[src/rtl/truth_table_sweeper.sv]
// rtl/truth_table_sweeper.sv - sweeps every input row of an N-input gate and assembles its truth table.
// Optional abort with restore of the previous results: define SWEEP_ABORT_EN.
module truth_table_sweeper #(
  parameter int N_IN          = 3,
  parameter int SETTLE_CYCLES = 4,
  localparam int T            = 2 ** N_IN
) (
  input  logic            clk,
  input  logic            rst,
  input  logic            start,
  input  logic [T-1:0]    expected,
  output logic [N_IN-1:0] dut_in,
  input  logic            dut_out,
  output logic            busy,
  output logic            done,
  output logic [T-1:0]    table_out,
  output logic            match,
  output logic [T-1:0]    mismatch_mask
`ifdef SWEEP_ABORT_EN
  ,
  input  logic            abort
`endif
);

  typedef enum logic [1:0] {IDLE, SWEEP, FINISH} state_t;

  state_t            state_q, state_d;
  logic [N_IN:0]     row_q, row_d;
  logic [7:0]        settle_q, settle_d;
  logic [N_IN-1:0]   dut_in_q, dut_in_d;
  logic [T-1:0]      exp_q, exp_d;
  logic [T-1:0]      table_q, table_d;
  logic              match_q, match_d;
  logic [T-1:0]      mask_q, mask_d;
  logic [N_IN-1:0]   bit_idx;

`ifdef SWEEP_ABORT_EN
  logic [T-1:0]      table_sh_q, table_sh_d;
  logic              match_sh_q, match_sh_d;
  logic [T-1:0]      mask_sh_q, mask_sh_d;
`endif

  // Cello ordering: row k lands in bit T-1-k, which is simply ~k for k < T.
  assign bit_idx = ~row_q[N_IN-1:0];

  always_comb begin
    state_d  = state_q;
    row_d    = row_q;
    settle_d = settle_q;
    dut_in_d = dut_in_q;
    exp_d    = exp_q;
    table_d  = table_q;
    match_d  = match_q;
    mask_d   = mask_q;
`ifdef SWEEP_ABORT_EN
    table_sh_d = table_sh_q;
    match_sh_d = match_sh_q;
    mask_sh_d  = mask_sh_q;
`endif
    case (state_q)
      IDLE: begin
        if (start) begin
`ifdef SWEEP_ABORT_EN
          table_sh_d = table_q;
          match_sh_d = match_q;
          mask_sh_d  = mask_q;
`endif
          exp_d    = expected;
          table_d  = '0;
          match_d  = 1'b0;
          mask_d   = '0;
          row_d    = '0;
          dut_in_d = '0;
          settle_d = 8'(SETTLE_CYCLES);
          state_d  = SWEEP;
        end
      end
      SWEEP: begin
        if (settle_q == 8'd0) begin
          table_d[bit_idx] = dut_out;
          if (row_q == (N_IN+1)'(T-1)) begin
            dut_in_d = '0;
            match_d  = (table_d == exp_q);
            mask_d   = table_d ^ exp_q;
            state_d  = FINISH;
          end else begin
            row_d    = row_q + 1'b1;
            dut_in_d = row_d[N_IN-1:0];
            settle_d = 8'(SETTLE_CYCLES);
          end
        end else begin
          settle_d = settle_q - 8'd1;
        end
      end
      FINISH: begin
        state_d = IDLE;
      end
      default: state_d = IDLE;
    endcase
`ifdef SWEEP_ABORT_EN
    // Abort wins over everything in SWEEP and rolls results back to the pre-sweep copy.
    if (abort && state_q == SWEEP) begin
      state_d  = IDLE;
      dut_in_d = '0;
      row_d    = '0;
      settle_d = 8'd0;
      table_d  = table_sh_q;
      match_d  = match_sh_q;
      mask_d   = mask_sh_q;
    end
`endif
  end

  always_ff @(posedge clk or posedge rst) begin
    if (rst) begin
      state_q  <= IDLE;
      row_q    <= '0;
      settle_q <= 8'd0;
      dut_in_q <= '0;
      exp_q    <= '0;
      table_q  <= '0;
      match_q  <= 1'b0;
      mask_q   <= '0;
    end else begin
      state_q  <= state_d;
      row_q    <= row_d;
      settle_q <= settle_d;
      dut_in_q <= dut_in_d;
      exp_q    <= exp_d;
      table_q  <= table_d;
      match_q  <= match_d;
      mask_q   <= mask_d;
    end
  end

`ifdef SWEEP_ABORT_EN
  always_ff @(posedge clk or posedge rst) begin
    if (rst) begin
      table_sh_q <= '0;
      match_sh_q <= 1'b0;
      mask_sh_q  <= '0;
    end else begin
      table_sh_q <= table_sh_d;
      match_sh_q <= match_sh_d;
      mask_sh_q  <= mask_sh_d;
    end
  end
`endif

  assign dut_in        = dut_in_q;
  assign busy          = (state_q == SWEEP);
  assign done          = (state_q == FINISH);
  assign table_out     = table_q;
  assign match         = match_q;
  assign mismatch_mask = mask_q;

endmodule

[config.mk]
export PLATFORM = sky130hd
export DESIGN_NAME = truth_table_sweeper
export DESIGN_NICKNAME = d
export VERILOG_FILES = /design/src/rtl/truth_table_sweeper.sv
export SDC_FILE = /design/constraint.sdc
export NUM_CORES = 1
export LEC_CHECK = 0
export ABC_AREA = 1
export BUFFER_PORTS_ARGS = -buffer_cell sky130_fd_sc_hd__buf_2
export CAP_MARGIN = 40
export CORE_MARGIN = 2
export CORE_UTILIZATION = 30
export CTS_BUF_LIST = sky130_fd_sc_hd__clkbuf_4 sky130_fd_sc_hd__clkbuf_8
export CTS_CLUSTER_SIZE = 10
export DETAILED_ROUTE_END_ITERATION = 8
export PLACE_DENSITY = 0.51
export SLEW_MARGIN = 20
export SYNTH_ARGS = -nofsm -noshare
export SYNTH_HDL_FRONTEND = slang
export SYNTH_SLANG_ARGS = --single-unit
export TNS_END_PERCENT = 100
[constraint.sdc]
create_clock -name clk -period 2.4 [get_ports clk]
set_clock_uncertainty 0.15 [all_clocks]
set_input_delay 0.24 -clock clk [delete_from_list [all_inputs] [get_ports clk]]
set_output_delay 0.24 -clock clk [all_outputs]
set_load 0.01 [all_outputs]
==> impl_results.md, run 1 <==
- Hold WC Path Type: primary input to flip-flop
- DR vias/cell: 4.76
- FILL cells: 762
- Worst Path Arrival: 2.01 ns
- Final period utilization: 81.9%
- Req. time, crit path: 2.44 ns
- RSZ-0062 raised after global routing: false
- Core area: 0.00721 mm^2
- Reg-to-reg slack, setup: 0.43 ns
- CTS clk-pin slew, worst paths: 0.09 ns
- Longest individual stage delay on the worst path: 0.39 ns
- Clock Sink Count: 42
- Top FF cell, synth: dfrtp_1
- Leading post-synthesis cells by cell area: dfrtp_1 (47%), nand2_1 (10%), nand4_1 (7.0%)
- Initial DRC count: 103
- Layout area overhead: 18.7%
- CTS tree: yes
- Seq/Total Area, Yosys: 47.1%
- Critical path's most frequent cell: inv_1
- Clk buf depth: 2
- Post-Syn Area per Cell: 7.92 um^2
- Hold Crit Depth: 3
- Reg2reg end: mismatch_mask[4]$_DFFE_PP0P_
- CP endpoint kind: flip-flop
- CP max stage cell: dfrtp_1
- Nets@finish: 336
- Status: finished clean
- Top-count cell post-synth: nand2_1
- Achievable Freq: 509 MHz
- Die Area: 0.00815 mm^2
- DRC Markers: 0
- Ys async rst share: 100%
- RePlAce Congestion: 0.808
- Largest net degree at the start of global routing: 19
- Number of global-route vias before repair: 1,996
- H-tree lvl count: 2
- DR vias: 2,009
- Pwr Density: 490 mW/mm^2
- Number of synthesized flops with an enable pin: 0
- Final Total Pwr: 0.00130 W
- Fin Setup TNS: 0 ns
- Total CTS buffers: 5
- Global route overflow: 0
- CP cell instances: inv_1, ha_1, inv_1, nor2_4, nand4_4, o21ai_4, buf_4, nand2_2, nand2_1, o21ai_1
- Mapped Area: 0.00223 mm^2
- R2R cell count: 10
- Post-synth top area share: 47.1%
- Leading area contributor after synthesis: dfrtp_1
- Worst hold slack: 0.0353 ns
- HP Start: expected[0]
- Bufs and invs on worst path: 3
- DRT antenna net count: 0
- Reg-to-Reg Start: settle_q[0]$_DFFE_PP0P_
- Setup bufs post-CTS: 0
- Root Driver: clkbuf_8
- Critical Path Start Type: flip-flop
- Max Cap Viol: 0
- Site row count: 31
- Yosys warns: 0
- Netlist cell types: 25
- Final Hold Viols: 0
- Share of layout cells above drive strength 1: 18.9%
- HPWL Detailed: 3.95 mm
- Post-Syn Nets: 296
- Initial antenna violation count: 0
- Post-synthesis register bit count: 42
- Total wire length: 5.20 mm
- Actual slew at the worst max-slew pin: 0.667 ns
- Die height: 90.3 um
- Max-slew headroom: 55.2%
- # diodes: 0
- Setup violations, final: 0
- Crit path time final: 1.97 ns
- Maximum fanout along the worst path: 12
- Width of the die: 90.3 um
- IO buf count: 33
- Slew Viols, Final: 0
- Initial core utilization: 31.0%
- Critical path class: flip-flop to flip-flop
- First-pass GRT wire length: 8.97 mm
- Mapped Cells: 282
- Overall Global Routing Usage: 13.8%
- Hold endpoint: exp_q[0]$_DFFE_PP0P_
- Pleak: 1.38 nW
- CP top delay family: simple AND/OR/NAND/NOR gates
- IO Pins: 34
- VDD IR max: 0.190 mV
- Initial DRT Pass Iterations: 4
- Commonest cells in the netlist: nand2_1 (61), dfrtp_1 (42), inv_1 (39), nand3_1 (30), nand4_1 (25)
- Clk_lat worst skew: 0.30 ns
- WL/cell: 12.3 um
## cells by family (layout without fill, tap and decap cells)
family                   after synthesis  in the layout  synth area share, %
AND/OR/NAND/NOR                      144            144                 32.0
XOR/XNOR                               1              1                0.392
adder cells (fa/ha/maj)                2              2                 1.12
buffers and inverters                 50             91                 9.13
flip-flops                            42             42                 47.1
AO/OA/AOI/OAI                         43             43                 10.3
## power by group
group / switching [W] / internal [W] / leakage, nW
sequential: 0 / 0.000707 / 0.515
combinational: 0.0000228 / 0.0000107 / 0.807
clock: 0.000254 / 0.000306 / 0.0579
## sequential cells by signal (all words and copies together) (netlist names)
name / cells
mismatch_mask: 8
settle_q: 8
match: 1
exp_q: 8
table_out: 8
row_q: 4
state_q: 2
dut_in: 3
## timing repair
action | in CTS | in global routing
gates resized for setup | 0 | 0
hold buffers | 1 | 0
setup endpoints to repair | 0 | 0
endpoints found under the hold margin | 16 | 0
## area by class of cell
class	instances	area (um^2)	area share (%)
clock buffer	5	68.8	2.60
clock inverter	3	40.0	1.51
inverter	41	154	5.80
multi-input combinational	190	978	36.9
sequential	42	1050	39.6
tap	99	124	4.67
timing repair buffer	42	235	8.87
## per-layer routing
layer / routed length [um] / share of wire, % / GRT usage [%]
met5: 0 / 0 / 0
met4: 141 / 2.7 / 5.77
met3: 223 / 4.3 / 3.09
met2: 2520 / 48 / 24.0
met1: 2320 / 45 / 16.4
## worst reg2reg max path, cell delays in order, from the launching register on
cell and delay (ns):
dfrtp_1 0.39, inv_1 0.08, ha_1 0.20, inv_1 0.10
nor2_4 0.11, nand4_4 0.17, o21ai_4 0.17, buf_4 0.20
nand2_2 0.14, nand2_1 0.09, o21ai_1 0.06
## through the flow
step | util [%] | cell area [um^2] | setup WS, ns | cells
3_3_place_gp | 35.1 | 2530 | 0.422 | 413
5_1_grt | 36.7 | 2650 | 0.205 | 422
3_5_place_dp | 35.1 | 2530 | 0.416 | 413
2_1_floorplan | - | 2230 | 0.616 | 282
4_1_cts | 36.7 | 2650 | 0.407 | 422
6_report | 36.7 | 2650 | 0.434 | 422
## worst max path at each step
stage                                 start                            to  depth (start not counted)
detailed placement  settle_q[0]$_DFFE_PP0P_  mismatch_mask[3]$_DFFE_PP0P_                         10
global placement       row_q[2]$_DFFE_PP0P_       settle_q[2]$_DFFE_PP0P_                          8
finish              settle_q[0]$_DFFE_PP0P_  mismatch_mask[4]$_DFFE_PP0P_                         10
floorplan           settle_q[0]$_DFFE_PP0P_         dut_in[1]$_DFFE_PP0P_                          8
CTS                 settle_q[0]$_DFFE_PP0P_  mismatch_mask[3]$_DFFE_PP0P_                         10
global route           row_q[2]$_DFFE_PP0P_       settle_q[0]$_DFFE_PP0P_                          8
## cells in the final DEF (no fill, tap or decap), drive strengths merged
cell type,Yosys,final
a21oi,10,10
buf,7,41
bufinv,0,1
clkbuf,2,5
clkinv,0,3
dfrtp,42,42
dlygate4sd3,0,1
ha,2,2
inv,41,40
nand2,63,63
nand3,33,33
nand4,26,26
nor2,21,21
o21ai,32,32
o31ai,1,1
or2,1,1
xor2,1,1
Note: power is estimated with default switching activity, not from simulation.
==> inputs of run 2 (changes only) <==
clock period = 2.05 ns   (was 2.4 ns; I/O delays follow)
==> run 2 against run 1 <==
Clock power increased by 1%; die area unchanged; sequential power increased by 17%; critical endpoint unchanged; highest routed layer unchanged.
==> impl_results.md, run 2 (synthesis gave the netlist of run 1 again) <==
- Final period utilization: 94.7% (+13 points)
- Max Cap Viol: 0 (unchanged)
- H-tree lvl count: 2 (unchanged)
- Core area: 0.00721 mm^2 (unchanged)
- Pwr Density: 533 mW/mm^2 (+8.6%)
- Actual slew at the worst max-slew pin: 0.534 ns (-0.133 ns)
- Final Hold Viols: 0 (unchanged)
- Post-Layout Cell Count: 428 (+1.4%)
- DR vias: 1,997 (-0.60%)
- IO buf count: 33 (unchanged)
- Root Driver: clkbuf_8
- CP endpoint kind: flip-flop
- WL/cell: 12.2 um (-1.0%)
- Commonest non-fill, non-tap cells in the layout: nand2_1 (61), dfrtp_1 (42), inv_1 (38)
- Total CTS buffers: 5 (unchanged)
- Overall Global Routing Usage: 13.4% (-0.41 points)
- Die Area: 0.00815 mm^2 (unchanged)
- Achievable Freq: 515 MHz (+1.3%)
- Metal2 WL: 2.58 mm (+2.5%)
- Clk_lat worst skew: 0.30 ns (about the same)
- Die height: 90.3 um (unchanged)
- VDD IR max: 0.227 mV (+20%)
- Utilization after layout: 37.4% (+0.61 points)
- Maximum fanout along the worst path: 8 (-4)
- Most common cell after layout, fill and taps aside: nand2_1
- Width of the die: 90.3 um (unchanged)
- Max-slew headroom: 64.4% (+9.1 points)
- Pleak: 1.40 nW (+1.1%)
- Top Layer Used: met4
- Wl on met1: 2.38 mm (+2.8%)
- Hold WC Path Type: primary input to flip-flop
- First-pass GRT wire length: 8.90 mm (-0.77%)
- RSZ-0062 raised after global routing: true
- Critical Path Start Type: flip-flop
- Share of layout cells above drive strength 1: 19.8% (+0.87 points)
- Setup violations, final: 0 (unchanged)
- RePlAce Congestion: 0.767 (-5.0%)
- DRC Markers: 0 (unchanged)
- DRT antenna net count: 0 (unchanged)
- FILL cells: 778 (+2.1%)
- Global route overflow: 0 (unchanged)
- Largest net degree at the start of global routing: 43 (+24)
- HPWL Detailed: 3.87 mm (-2.2%)
- Req. time, crit path: 2.13 ns (-0.31 ns)
- Nets@finish: 342 (+1.8%)
- CTS clk-pin slew, worst paths: 0.09 ns (about the same)
- IO Pins: 34 (unchanged)
- # diodes: 0 (unchanged)
- Clk buf depth: 2 (unchanged)
- CTS tree: yes
- Final Total Pwr: 0.00144 W (+10%)
- Site row count: 31 (unchanged)
- Crit path time final: 1.94 ns (-0.0246 ns)
- Final setup margin: 0.108 ns (-0.325 ns)
- Number of global-route vias before repair: 1,997 (+0.050%)
- Total wire length: 5.22 mm (+0.40%)
- Initial core utilization: 31.0% (unchanged)
- Layout area overhead: 20.7%
- Worst Path Arrival: 2.02 ns (about the same)
- Status: finished clean
- Slew Viols, Final: 0 (unchanged)
- Routed wl met3: 161 um (-28%)
- Placed cells: 414 (+0.24%)
- Initial DRT Pass Iterations: 4 (unchanged)
- DP Worst Slack: 0.111 ns (-0.305 ns)
- Critical path class: flip-flop to flip-flop
- Initial DRC count: 56 (-46%)
- Clock Sink Count: 42 (unchanged)
- DR vias/cell: 4.67 (-2.0%)
- Initial antenna violation count: 0 (unchanged)
## run 2: cell types whose count changed in the layout (fill, tap and decap cells not counted), sizes merged
cell	delta
clkinv	-1
dlygate4sd3	+3
clkinvlp	+1
buf	+3
inv	+1
bufinv	-1
## run 2: timing repair
item                                    in CTS  in global routing
gates resized for setup                      0                  2
hold endpoints to repair                    45                  0
buffers inserted                             0                  2
hold buffers                                 4                  0
endpoints found under the setup margin       0                 18
## run 2: path summary, 6_finish.rpt
path                                          from                            to  slack, ns  depth (start not counted)
min in group asynchronous                      rst        state_q[1]$_DFFE_PP0P_       0.42                          4
hold / removal                         expected[2]          exp_q[2]$_DFFE_PP0P_      0.005                          3
hold reg to reg            settle_q[0]$_DFFE_PP0P_       settle_q[0]$_DFFE_PP0P_       0.34                          1
setup / recovery           settle_q[0]$_DFFE_PP0P_  mismatch_mask[4]$_DFFE_PP0P_       0.11                          9
setup reg to reg           settle_q[0]$_DFFE_PP0P_  mismatch_mask[4]$_DFFE_PP0P_       0.11                          9
max in group asynchronous                      rst          exp_q[2]$_DFFE_PP0P_       0.97                          4
## run 2: critical path, cell delays in order (launching register included)
cell	delay [ns]
dfrtp_1	0.39
inv_1	0.09
ha_2	0.21
inv_1	0.09
nor2_4	0.11
nand4_4	0.13
o21ai_4	0.26
buf_4	0.16
nand3_4	0.11
o21ai_1	0.16
## run 2: cell type report
class	instances	area (um^2)	share of cell area, %
Inverter	41	154	5.71
Clock inverter	3	25.0	0.929
Tap cell	99	124	4.60
Multi-Input combinational cell	190	981	36.4
Clock buffer	5	68.8	2.55
Sequential cell	42	1050	39.0
Timing Repair Buffer	48	292	10.8
## run 2: power breakdown
group	switching [W]	internal, W	leakage, nW
Sequential	0	0.000828	0.515
Combinational	0.0000258	0.0000151	0.836
Clock	0.000321	0.000246	0.0447
## run 2: stage by stage
stage          hold WS [ns]  TNS, ns  instance area, um^2
2_1_floorplan         0.214        0                 2230
3_3_place_gp          0.222        0                 2540
3_5_place_dp          0.219        0                 2540
4_1_cts             0.00217        0                 2670
5_1_grt              0.0186   -0.189                 2700
6_report            0.00519        0                 2700
## run 2: layer usage
layer  track usage, %  vias up
met3             2.59        9
met5                0        -
met4             4.36        0
met2             23.8       31
li1                 -     1026
met1             16.2      931
